## src/rtl/dac_feeder_pkg.sv

```systemverilog
// rtl/dac_feeder_pkg.sv - shared widths, pair packing and helpers for the DAC sample feeder
package dac_feeder_pkg;

    localparam int DATA_W     = 14;
    localparam int DEPTH_LOG2 = 3;
    localparam int RATE_W     = 16;
    localparam int UFL_W      = 16;

    localparam int A_LSB  = 0;
    localparam int B_LSB  = DATA_W;
    localparam int PAIR_W = 2 * DATA_W;

    typedef logic [DATA_W-1:0] sample_t;

    typedef struct packed {
        sample_t b;
        sample_t a;
    } pair_t;

    function automatic pair_t unpack_pair(input logic [PAIR_W-1:0] word);
        pair_t p;
        p.a = word[A_LSB +: DATA_W];
        p.b = word[B_LSB +: DATA_W];
        return p;
    endfunction

endpackage

```

## src/rtl/dac_sample_feeder_if.sv

```systemverilog
// rtl/dac_sample_feeder_if.sv - valid/ready sample-pair stream into the feeder
interface dac_sample_feeder_if;
    import dac_feeder_pkg::*;

    logic [PAIR_W-1:0] s_data;
    logic              s_valid;
    logic              s_ready;

    modport master (output s_data, output s_valid, input  s_ready);
    modport slave  (input  s_data, input  s_valid, output s_ready);

endinterface

```

## src/rtl/dac_feeder_fifo.sv

```systemverilog
// rtl/dac_feeder_fifo.sv - synchronous show-ahead FIFO of sample pairs, register storage
module dac_feeder_fifo
    import dac_feeder_pkg::*;
#(
    parameter int WIDTH = PAIR_W,
    parameter int AW    = DEPTH_LOG2
) (
    input  logic             clk,
    input  logic             rst_n,
    input  logic             push,
    input  logic             pop,
    input  logic             flush,
    input  logic [WIDTH-1:0] data,
    output logic [WIDTH-1:0] head,
    output logic             empty,
    output logic             full,
    output logic [AW:0]      level
);

    logic [WIDTH-1:0] mem [0:(1<<AW)-1];
    logic [AW:0]      wr_ptr;
    logic [AW:0]      rd_ptr;

    // The extra pointer MSB distinguishes full from empty when the low bits match.
    always_ff @(posedge clk or negedge rst_n) begin
        if (!rst_n) begin
            wr_ptr <= '0;
            rd_ptr <= '0;
        end else if (flush) begin
            wr_ptr <= '0;
            rd_ptr <= '0;
        end else begin
            if (push) wr_ptr <= wr_ptr + 1'b1;
            if (pop)  rd_ptr <= rd_ptr + 1'b1;
        end
    end

    always_ff @(posedge clk) begin
        if (push && !flush) mem[wr_ptr[AW-1:0]] <= data;
    end

    assign head  = mem[rd_ptr[AW-1:0]];
    assign empty = (wr_ptr == rd_ptr);
    assign full  = (wr_ptr[AW] != rd_ptr[AW]) && (wr_ptr[AW-1:0] == rd_ptr[AW-1:0]);
    assign level = wr_ptr - rd_ptr;

endmodule

```

## src/rtl/dac_sample_feeder.sv

```systemverilog
// rtl/dac_sample_feeder.sv - paces buffered A/B sample pairs out to the DAC stage at a programmable rate
module dac_sample_feeder
    import dac_feeder_pkg::*;
(
    input  logic                  dac_clk_i,
    input  logic                  dac_rst_ni,
    dac_sample_feeder_if.slave    s,
    input  logic                  run_i,
    input  logic                  clear_i,
    input  logic [RATE_W-1:0]     rate_i,
    output logic [DATA_W-1:0]     dac_dat_a_o,
    output logic [DATA_W-1:0]     dac_dat_b_o,
    output logic                  dac_dat_a_en_o,
    output logic                  dac_dat_b_en_o,
    output logic                  dac_dat_a_rst_o,
    output logic                  dac_dat_b_rst_o,
    output logic [DEPTH_LOG2:0]   level_o,
    output logic                  underflow_o,
    output logic [UFL_W-1:0]      ufl_cnt_o
);

    logic              ready_en_q;
    logic              chan_rst_q;
    logic [RATE_W-1:0] cnt_q;
    logic [DATA_W-1:0] dat_a_q;
    logic [DATA_W-1:0] dat_b_q;
    logic              en_q;
    logic              ufl_q;
    logic [UFL_W-1:0]  ufl_cnt_q;

    logic              push;
    logic              pop;
    logic              tick;
    logic              ufl_evt;
    logic              empty;
    logic              full;
    logic [PAIR_W-1:0] fifo_head;
    pair_t             head_pair;

    dac_feeder_fifo #(
        .WIDTH (PAIR_W),
        .AW    (DEPTH_LOG2)
    ) u_fifo (
        .clk   (dac_clk_i),
        .rst_n (dac_rst_ni),
        .push  (push),
        .pop   (pop),
        .flush (clear_i),
        .data  (s.s_data),
        .head  (fifo_head),
        .empty (empty),
        .full  (full),
        .level (level_o)
    );

    assign s.s_ready = ready_en_q & ~full & ~clear_i;
    assign push      = s.s_valid & s.s_ready;

    // >= rather than == so a rate lowered below the running count ticks at once.
    assign tick    = run_i & (cnt_q >= rate_i);
    assign pop     = tick & ~empty & ~clear_i;
    assign ufl_evt = tick & empty & ~clear_i;

    assign head_pair = unpack_pair(fifo_head);

    always_ff @(posedge dac_clk_i or negedge dac_rst_ni) begin
        if (!dac_rst_ni) begin
            ready_en_q <= 1'b0;
            chan_rst_q <= 1'b1;
            cnt_q      <= '0;
            dat_a_q    <= '0;
            dat_b_q    <= '0;
            en_q       <= 1'b0;
            ufl_q      <= 1'b0;
            ufl_cnt_q  <= '0;
        end else begin
            ready_en_q <= 1'b1;
            chan_rst_q <= clear_i;
            en_q       <= pop;

            if (clear_i || !run_i || tick) cnt_q <= '0;
            else                           cnt_q <= cnt_q + 1'b1;

            if (pop) begin
                dat_a_q <= head_pair.a;
                dat_b_q <= head_pair.b;
            end

            if (clear_i) begin
                ufl_q     <= 1'b0;
                ufl_cnt_q <= '0;
            end else if (ufl_evt) begin
                ufl_q <= 1'b1;
                if (ufl_cnt_q != '1) ufl_cnt_q <= ufl_cnt_q + 1'b1;
            end
        end
    end

    assign dac_dat_a_o     = dat_a_q;
    assign dac_dat_b_o     = dat_b_q;
    assign dac_dat_a_en_o  = en_q;
    assign dac_dat_b_en_o  = en_q;
    assign dac_dat_a_rst_o = clear_i | chan_rst_q;
    assign dac_dat_b_rst_o = clear_i | chan_rst_q;
    assign underflow_o     = ufl_q;
    assign ufl_cnt_o       = ufl_cnt_q;

endmodule

```

## src/flat_wrapper.sv

```systemverilog
// flat-port wrapper written by rule: the top's interface ports become plain ports
module dac_sample_feeder_flat import dac_feeder_pkg::*;
  (dac_clk_i, dac_rst_ni, run_i, clear_i, rate_i, dac_dat_a_o, dac_dat_b_o, dac_dat_a_en_o, dac_dat_b_en_o, dac_dat_a_rst_o, dac_dat_b_rst_o, level_o, underflow_o, ufl_cnt_o, s_s_data, s_s_valid, s_s_ready);
  dac_sample_feeder_if s_i ();
  input  logic dac_clk_i;
  input  logic dac_rst_ni;
  input  logic run_i;
  input  logic clear_i;
  input  logic [RATE_W-1:0] rate_i;
  output logic [DATA_W-1:0] dac_dat_a_o;
  output logic [DATA_W-1:0] dac_dat_b_o;
  output logic dac_dat_a_en_o;
  output logic dac_dat_b_en_o;
  output logic dac_dat_a_rst_o;
  output logic dac_dat_b_rst_o;
  output logic [DEPTH_LOG2:0] level_o;
  output logic underflow_o;
  output logic [UFL_W-1:0] ufl_cnt_o;
  input wire logic [$bits(s_i.s_data)-1:0] s_s_data;
  input wire logic [$bits(s_i.s_valid)-1:0] s_s_valid;
  output wire logic [$bits(s_i.s_ready)-1:0] s_s_ready;
  assign s_i.s_data = s_s_data;
  assign s_i.s_valid = s_s_valid;
  assign s_s_ready = s_i.s_ready;
  dac_sample_feeder u_core (.dac_clk_i(dac_clk_i), .dac_rst_ni(dac_rst_ni), .s(s_i), .run_i(run_i), .clear_i(clear_i), .rate_i(rate_i), .dac_dat_a_o(dac_dat_a_o), .dac_dat_b_o(dac_dat_b_o), .dac_dat_a_en_o(dac_dat_a_en_o), .dac_dat_b_en_o(dac_dat_b_en_o), .dac_dat_a_rst_o(dac_dat_a_rst_o), .dac_dat_b_rst_o(dac_dat_b_rst_o), .level_o(level_o), .underflow_o(underflow_o), .ufl_cnt_o(ufl_cnt_o));
endmodule
```

## config.mk

```make
export PLATFORM = sky130hd
export DESIGN_NAME = dac_sample_feeder_flat
export DESIGN_NICKNAME = d
export VERILOG_FILES = /design/src/rtl/dac_feeder_pkg.sv /design/src/rtl/dac_sample_feeder_if.sv /design/src/rtl/dac_feeder_fifo.sv /design/src/rtl/dac_sample_feeder.sv /design/src/flat_wrapper.sv
export SDC_FILE = /design/constraint.sdc
export NUM_CORES = 1
export LEC_CHECK = 0
export CAP_MARGIN = 20
export CORE_ASPECT_RATIO = 1.2
export CORE_MARGIN = 3
export CORE_UTILIZATION = 30
export CTS_BUF_LIST = sky130_fd_sc_hd__clkbuf_4 sky130_fd_sc_hd__clkbuf_8 sky130_fd_sc_hd__clkbuf_16
export CTS_CLUSTER_SIZE = 8
export DETAILED_ROUTE_END_ITERATION = 10
export HOLD_SLACK_MARGIN = 0.08
export PLACE_DENSITY = 0.47
export SLEW_MARGIN = 5
export SYNTH_ARGS = -nofsm -noshare
export SYNTH_HDL_FRONTEND = slang
export SYNTH_SLANG_ARGS = --single-unit
```

## constraint.sdc

```tcl
create_clock -name dac_clk_i -period 4.8 [get_ports dac_clk_i]
set_input_delay 1.2 -clock dac_clk_i [delete_from_list [all_inputs] [get_ports dac_clk_i]]
set_output_delay 1.2 -clock dac_clk_i [all_outputs]
set_load 0.1 [all_outputs]
```

### After elaboration in Yosys (flattened, before gate mapping)

Memory sizes are Yosys's and may differ from the RTL's. A register that Yosys moved wholly into a read port is not among the register bits.
Cells that the tools add are included.
Widths: inputs -> output; s select.

* input port bits: 49
* flip-flop bits (word level): 44
* output and inout port bits: 54
* bits in writable memories: 224
* memories kept: 1
* logic and storage cells: 55

Memory list
* u_core.u_fifo.mem: words 8, width 28, rd ports 1, clocked after Yosys merged registers in 1, write ports 1, line dac_feeder_fifo.sv:20 `logic [WIDTH-1:0] mem [0:(1<<AW)-1];`

* $add $sub $neg: 5
* bitwise gates (word level): 12
* $lt $le $gt $ge: 1
* reduce and logical (&&, ||, !) cells: 12
* eq/ne operators: 4
* multiplexer cells: 12

Operators with widths (number)
* $mux 16: 4
* $add 16x1->16 const B: 2
* $ge 16x16->1: 1
* $mux 4: 4
* $ne 16x16->1 const B: 1
* $add 4x1->4 const B: 2
* $and 1x1->1: 8
* $reduce_bool 2->1: 4
* $eq 4x4->1: 1
* $mux 1: 4
* $sub 4x4->4: 1
* $eq 3x3->1: 1
* $logic_not 1->1: 3
* $not 1->1: 3
* $logic_and 1x1->1: 2
* $logic_or 1x1->1: 2
* $reduce_and 2->1: 1
* $ne 1x1->1: 1
* $or 1x1->1: 1

### Longest topological paths before layout

* depth in word-level cells: 9
* mapped depth: 12
* mapped depth without buffers: 8

### Cells and area by module

Synthesis repeated with hierarchy kept, for this count alone.

* cell total of the unflattened synthesis: 746
* area total of the unflattened synthesis: 12284.3 µm²

By module, submodules not included
* dac_feeder_fifo: area an instance 9006.1 µm², seq. area each 6926.6 µm², times used 1, cells an instance 447
* dac_sample_feeder: area an instance 3278.1 µm², seq. area each 1602.8 µm², times used 1, cells an instance 299

### Worst setup path after synthesis

Ideal clock, no wire load.

* path type: flip-flop to flip-flop
* from: register u_core.u_fifo.rd_ptr[1]
* to: memory u_core.u_fifo.mem[0][0] (netlist name) (enable)
* data arrival time: 5.763 ns
* library setup time: 0.448 ns
* data required time: 4.352 ns
* clock period less this slack: 6.211 ns
* setup slack: -1.411 ns
* path buffers: 3
* cell stages (with the launch flop): 10
* cell sequence: dfrtp_1 > clkbuf_1 > buf_1 > clkbuf_1 > inv_1 > ha_1 > a41oi_1 > and2_0 > nand2_1 > nor3_1

* word-level cells in the longest chain between the ends: 9

RTL lines
* start: declaration: line dac_feeder_fifo.sv:22 `logic [AW:0] rd_ptr;`
* start signal: assignment: line dac_feeder_fifo.sv:34 `if (pop) rd_ptr <= rd_ptr + 1'b1;`
* $eq 3x3->1: line dac_feeder_fifo.sv:44 `assign full = (wr_ptr[AW] != rd_ptr[AW]) && (wr_ptr[AW-1:0] == rd_ptr[AW-1:0]);`
* $logic_and 1x1->1: line dac_feeder_fifo.sv:44
* $not 1->1: line dac_sample_feeder.sv:56 `assign s.s_ready = ready_en_q & ~full & ~clear_i;`
* $and 1x1->1 (2 in series): line dac_sample_feeder.sv:56
* named net s_s_ready: line flat_wrapper.sv:21 `output wire logic [$bits(s_i.s_ready)-1:0] s_s_ready;`
* $and 1x1->1: line dac_sample_feeder.sv:57 `assign push = s.s_valid & s.s_ready;`
* $logic_and 1x1->1: line dac_feeder_fifo.sv:39 `if (push && !flush) mem[wr_ptr[AW-1:0]] <= data;`
* $mux 1: line dac_feeder_fifo.sv:39
* $mux 1 (implied by the code): line dac_feeder_fifo.sv:39
* end: declaration: line dac_feeder_fifo.sv:20

The timed path passes the listed nets, and every way through them passes these cells.

### Final worst setup path

* from: input clear_i
* to: output dac_dat_b_rst_o

* word-level cells in the longest chain between the ends: 1

RTL lines
* start: declaration: line flat_wrapper.sv:8 `input logic clear_i;`
* $or 1x1->1: line dac_sample_feeder.sv:104 `assign dac_dat_b_rst_o = clear_i | chan_rst_q;`
* end: declaration: line flat_wrapper.sv:15 `output logic dac_dat_b_rst_o;`

No other way between the ends.

==> results.sh <==
export IMPL_path_class="input port to output port"
export IMPL_worstSetupStartpointType="input port"
export IMPL_cts_buffer_depth=3
export IMPL_grt_ovfl_total=0
export IMPL_dieWidth_um=191
export IMPL_cts_root_buffer="clkbuf_16"
export IMPL_worst_slack_ns=1.06
export IMPL_place_ws_ns=0.576
export IMPL_drt_iter0_drc=311
export IMPL_dieHeight_um=228
export IMPL_synthCells=761
export IMPL_cts_tree="built"
export IMPL_tns_ns=0
export IMPL_clock_sinks=296
export IMPL_drtAntennaViolNets=0
export IMPL_period_needed_ns=3.74
export IMPL_diodes=0
export IMPL_avgSynthCellArea_um2=16.2
export IMPL_viasPerCell=4.64
export IMPL_dp_cells=1384
export IMPL_insertion_delay_ns=0.53
export IMPL_post_cts_setup_buffers=0
export IMPL_vias=6758
export IMPL_ys_ff_latch=296
export IMPL_cts_clk_slew_worst_paths_ns=0.05
export IMPL_crit_path_end_kind="output port"
export IMPL_cp_required_ns=3.60
export IMPL_core_um2=40100
export IMPL_syn_nets=834
export IMPL_ir_drop_v=0.000262
export IMPL_status="finished, final reports clean"
export IMPL_finalClockSkew_ns=0.0181
export IMPL_row_count=80
export IMPL_die_area_um2=43500
export IMPL_maxSlewViolCount=0
export IMPL_io_buffers=102
export IMPL_first_pass_iters=4
export IMPL_nets=969
export IMPL_holdBufCountCts=0
export IMPL_hold_viol=0
export IMPL_grt_pass1_wl_um=43000
export IMPL_cts_made_buffers=43
export IMPL_syn_cell_area_um2=12300
export IMPL_synthArstFlopShare_pct=24.3
export IMPL_synthFlopType="edfxtp_1"
export IMPL_grt_use_total_pct=13.0
export IMPL_grt_antenna_before_repair=1
export IMPL_synth_cell_type_count=46
export IMPL_cts_resized=0
export IMPL_relSlewSlack_pct=30.9
export IMPL_hold_path_class="register to register"
export IMPL_p_per_area_nw_per_um2=381
export IMPL_rsz0062_at_grt="no"
export IMPL_period_share_pct=77.8
export IMPL_fmax_mhz=268
export IMPL_drive_gt1_share_pct=22.9
export IMPL_drc_errors=0
export IMPL_ys_warnings_count=0
export IMPL_yosysSeqAreaShare_pct=69.4
export IMPL_cp_max_fo=40
export IMPL_wl_per_cell_um=19.3
export IMPL_drt_wl_total_um=28000
export IMPL_timing_hold_ws_ns=0.488
export IMPL_syn2layout_area_growth_pct=25.8
export IMPL_maxCapViolCount=0
export IMPL_synth_edf_count=224
export IMPL_stdcell_count=1455
export IMPL_hold_depth=1
export IMPL_grt_max_degree=60
export IMPL_cp_arrival_ns=2.54
export IMPL_h_tree_depth=2
export IMPL_gp_congestion=0.688
export IMPL_grt_pass1_vias=7032
export IMPL_setup_viol=0
export IMPL_io_pins=103
export IMPL_place_hpwl_um=16400
export IMPL_r2r_cells=6
export IMPL_p_leak_nw=5.61
export IMPL_tightest_slew_ns=1.03
export IMPL_start_util_pct=30.6
-- kinds of logic after synthesis --
logic type / after synthesis / synth area share, %
and+or+nand+nor: 227 / 8.65
xor gates and xnor gates: 18 / 1.28
AOI/OAI and AO/OA: 36 / 1.80
DFF: 296 / 69.4
other: 1 / 0.0305
muxes: 96 / 14.2
buffers and inverters: 63 / 2.18
adders and majority gates: 24 / 2.50
-- final timing paths --
check                                                         start                                  to  slack [ns]
worst max-delay path                                        clear_i                     dac_dat_b_rst_o        1.06
worst min-delay path                      u_core.cnt_q[0]$_DFF_PN0_           u_core.cnt_q[0]$_DFF_PN0_        0.49
worst max register to register  u_core.u_fifo.rd_ptr[0]$_DFFE_PN0P_   u_core.u_fifo.mem[2][8]$_DFFE_PP_        1.58
worst min register to register            u_core.cnt_q[0]$_DFF_PN0_           u_core.cnt_q[0]$_DFF_PN0_        0.49
max in group asynchronous                                dac_rst_ni  u_core.dac_dat_a_o[12]$_DFFE_PN0P_        3.17
min in group asynchronous                                dac_rst_ni           u_core.cnt_q[4]$_DFF_PN0_        0.76
-- layer usage --
metal | GRT usage [%] | routed length, um
met1 | 17.2 | 12500
met2 | 21.6 | 13700
met3 | 2.79 | 1250
met4 | 3.58 | 523
met5 | 0 | 13
-- worst max-delay path, stage by stage --
cell,delay (ns)
clkdlybuf4s50_1,0.50
buf_4,0.39
or2_2,0.25
buf_12,0.18
-- metrics by stage --
stage	utilization, %	area, um2	power [mW]
final	38.5	15500	5.90
after floorplan	-	12300	2.95
after global placement	35.3	14200	3.08
after CTS	38.5	15500	6.00
after detailed placement	35.3	14200	3.08
after global routing	38.5	15500	6.12
-- synthesized netlist by cell type, types with 4 or more instances --
cell type	n	area [um2]
mux2_4	9	135
xor2_1	12	105
clkbuf_1	30	113
a21oi_1	17	85.1
and3_1	5	31.3
ha_1	23	288
o31ai_1	10	75.1
nand2b_1	9	56.3
inv_1	26	97.6
nor3_1	6	30.0
nand3_1	13	65.1
nand2_1	108	405
dfrtp_1	71	1780
nor2_1	39	146
mux4_2	56	1260
nor2b_1	10	62.6
or4_1	9	67.6
mux2_2	28	315
edfxtp_1	224	6730
nand4_1	10	62.6
and2_1	4	25.0
xnor2_1	6	52.6
-- layout make-up --
class,instances,area [um2]
inverter,26,97.6
tap,533,667
fill,3730,24700
clock inverter,3,42.5
multi-input combinational,402,3570
sequential,296,8530
timing repair buffer,127,1290
clock buffer,68,1260
-- sequential cells by signal, indices dropped and copies added (netlist names) --
name / count
u_core.chan_rst_q: 1
u_core.u_fifo.wr_ptr: 4
u_core.u_fifo.mem: 224
u_core.u_fifo.rd_ptr: 4
u_core.dac_dat_b_o: 14
u_core.ufl_cnt_o: 16
u_core.dac_dat_a_o: 14
u_core.dac_dat_a_en_o: 1
u_core.ready_en_q: 1
u_core.underflow_o: 1
u_core.cnt_q: 16
-- power by group --
part / leakage (nW) / switching [mW] / internal [mW]
registers: 3.01 / 0.00861 / 2.79
logic: 1.94 / 0.151 / 0.0822
clock network: 0.665 / 1.03 / 1.84
total: 5.61 / 1.19 / 4.71
-- placed cells by master, fill, tap and decap left out, types with 2 or more instances in the layout --
cell,instances
o21ai_0,3
o31ai_1,10
xnor2_1,6
clkbuf_4,25
nor2_4,6
nand2b_1,9
nand4_1,10
or3_1,2
nor3_1,4
mux4_2,56
and4_1,3
mux2i_1,3
and2_1,4
dfrtp_1,69
and3_1,5
a21oi_1,17
mux2_2,28
clkbuf_16,43
edfxtp_1,224
ha_1,23
buf_4,25
nand2_1,108
nor2_1,33
nor4_1,2
nor2b_1,10
mux2_4,9
buf_12,8
inv_1,26
o21a_1,2
nand3_1,13
nor3_4,2
clkdlybuf4s50_1,94
xor2_1,12
or4_1,9
(Power assumes the default switching activity.)
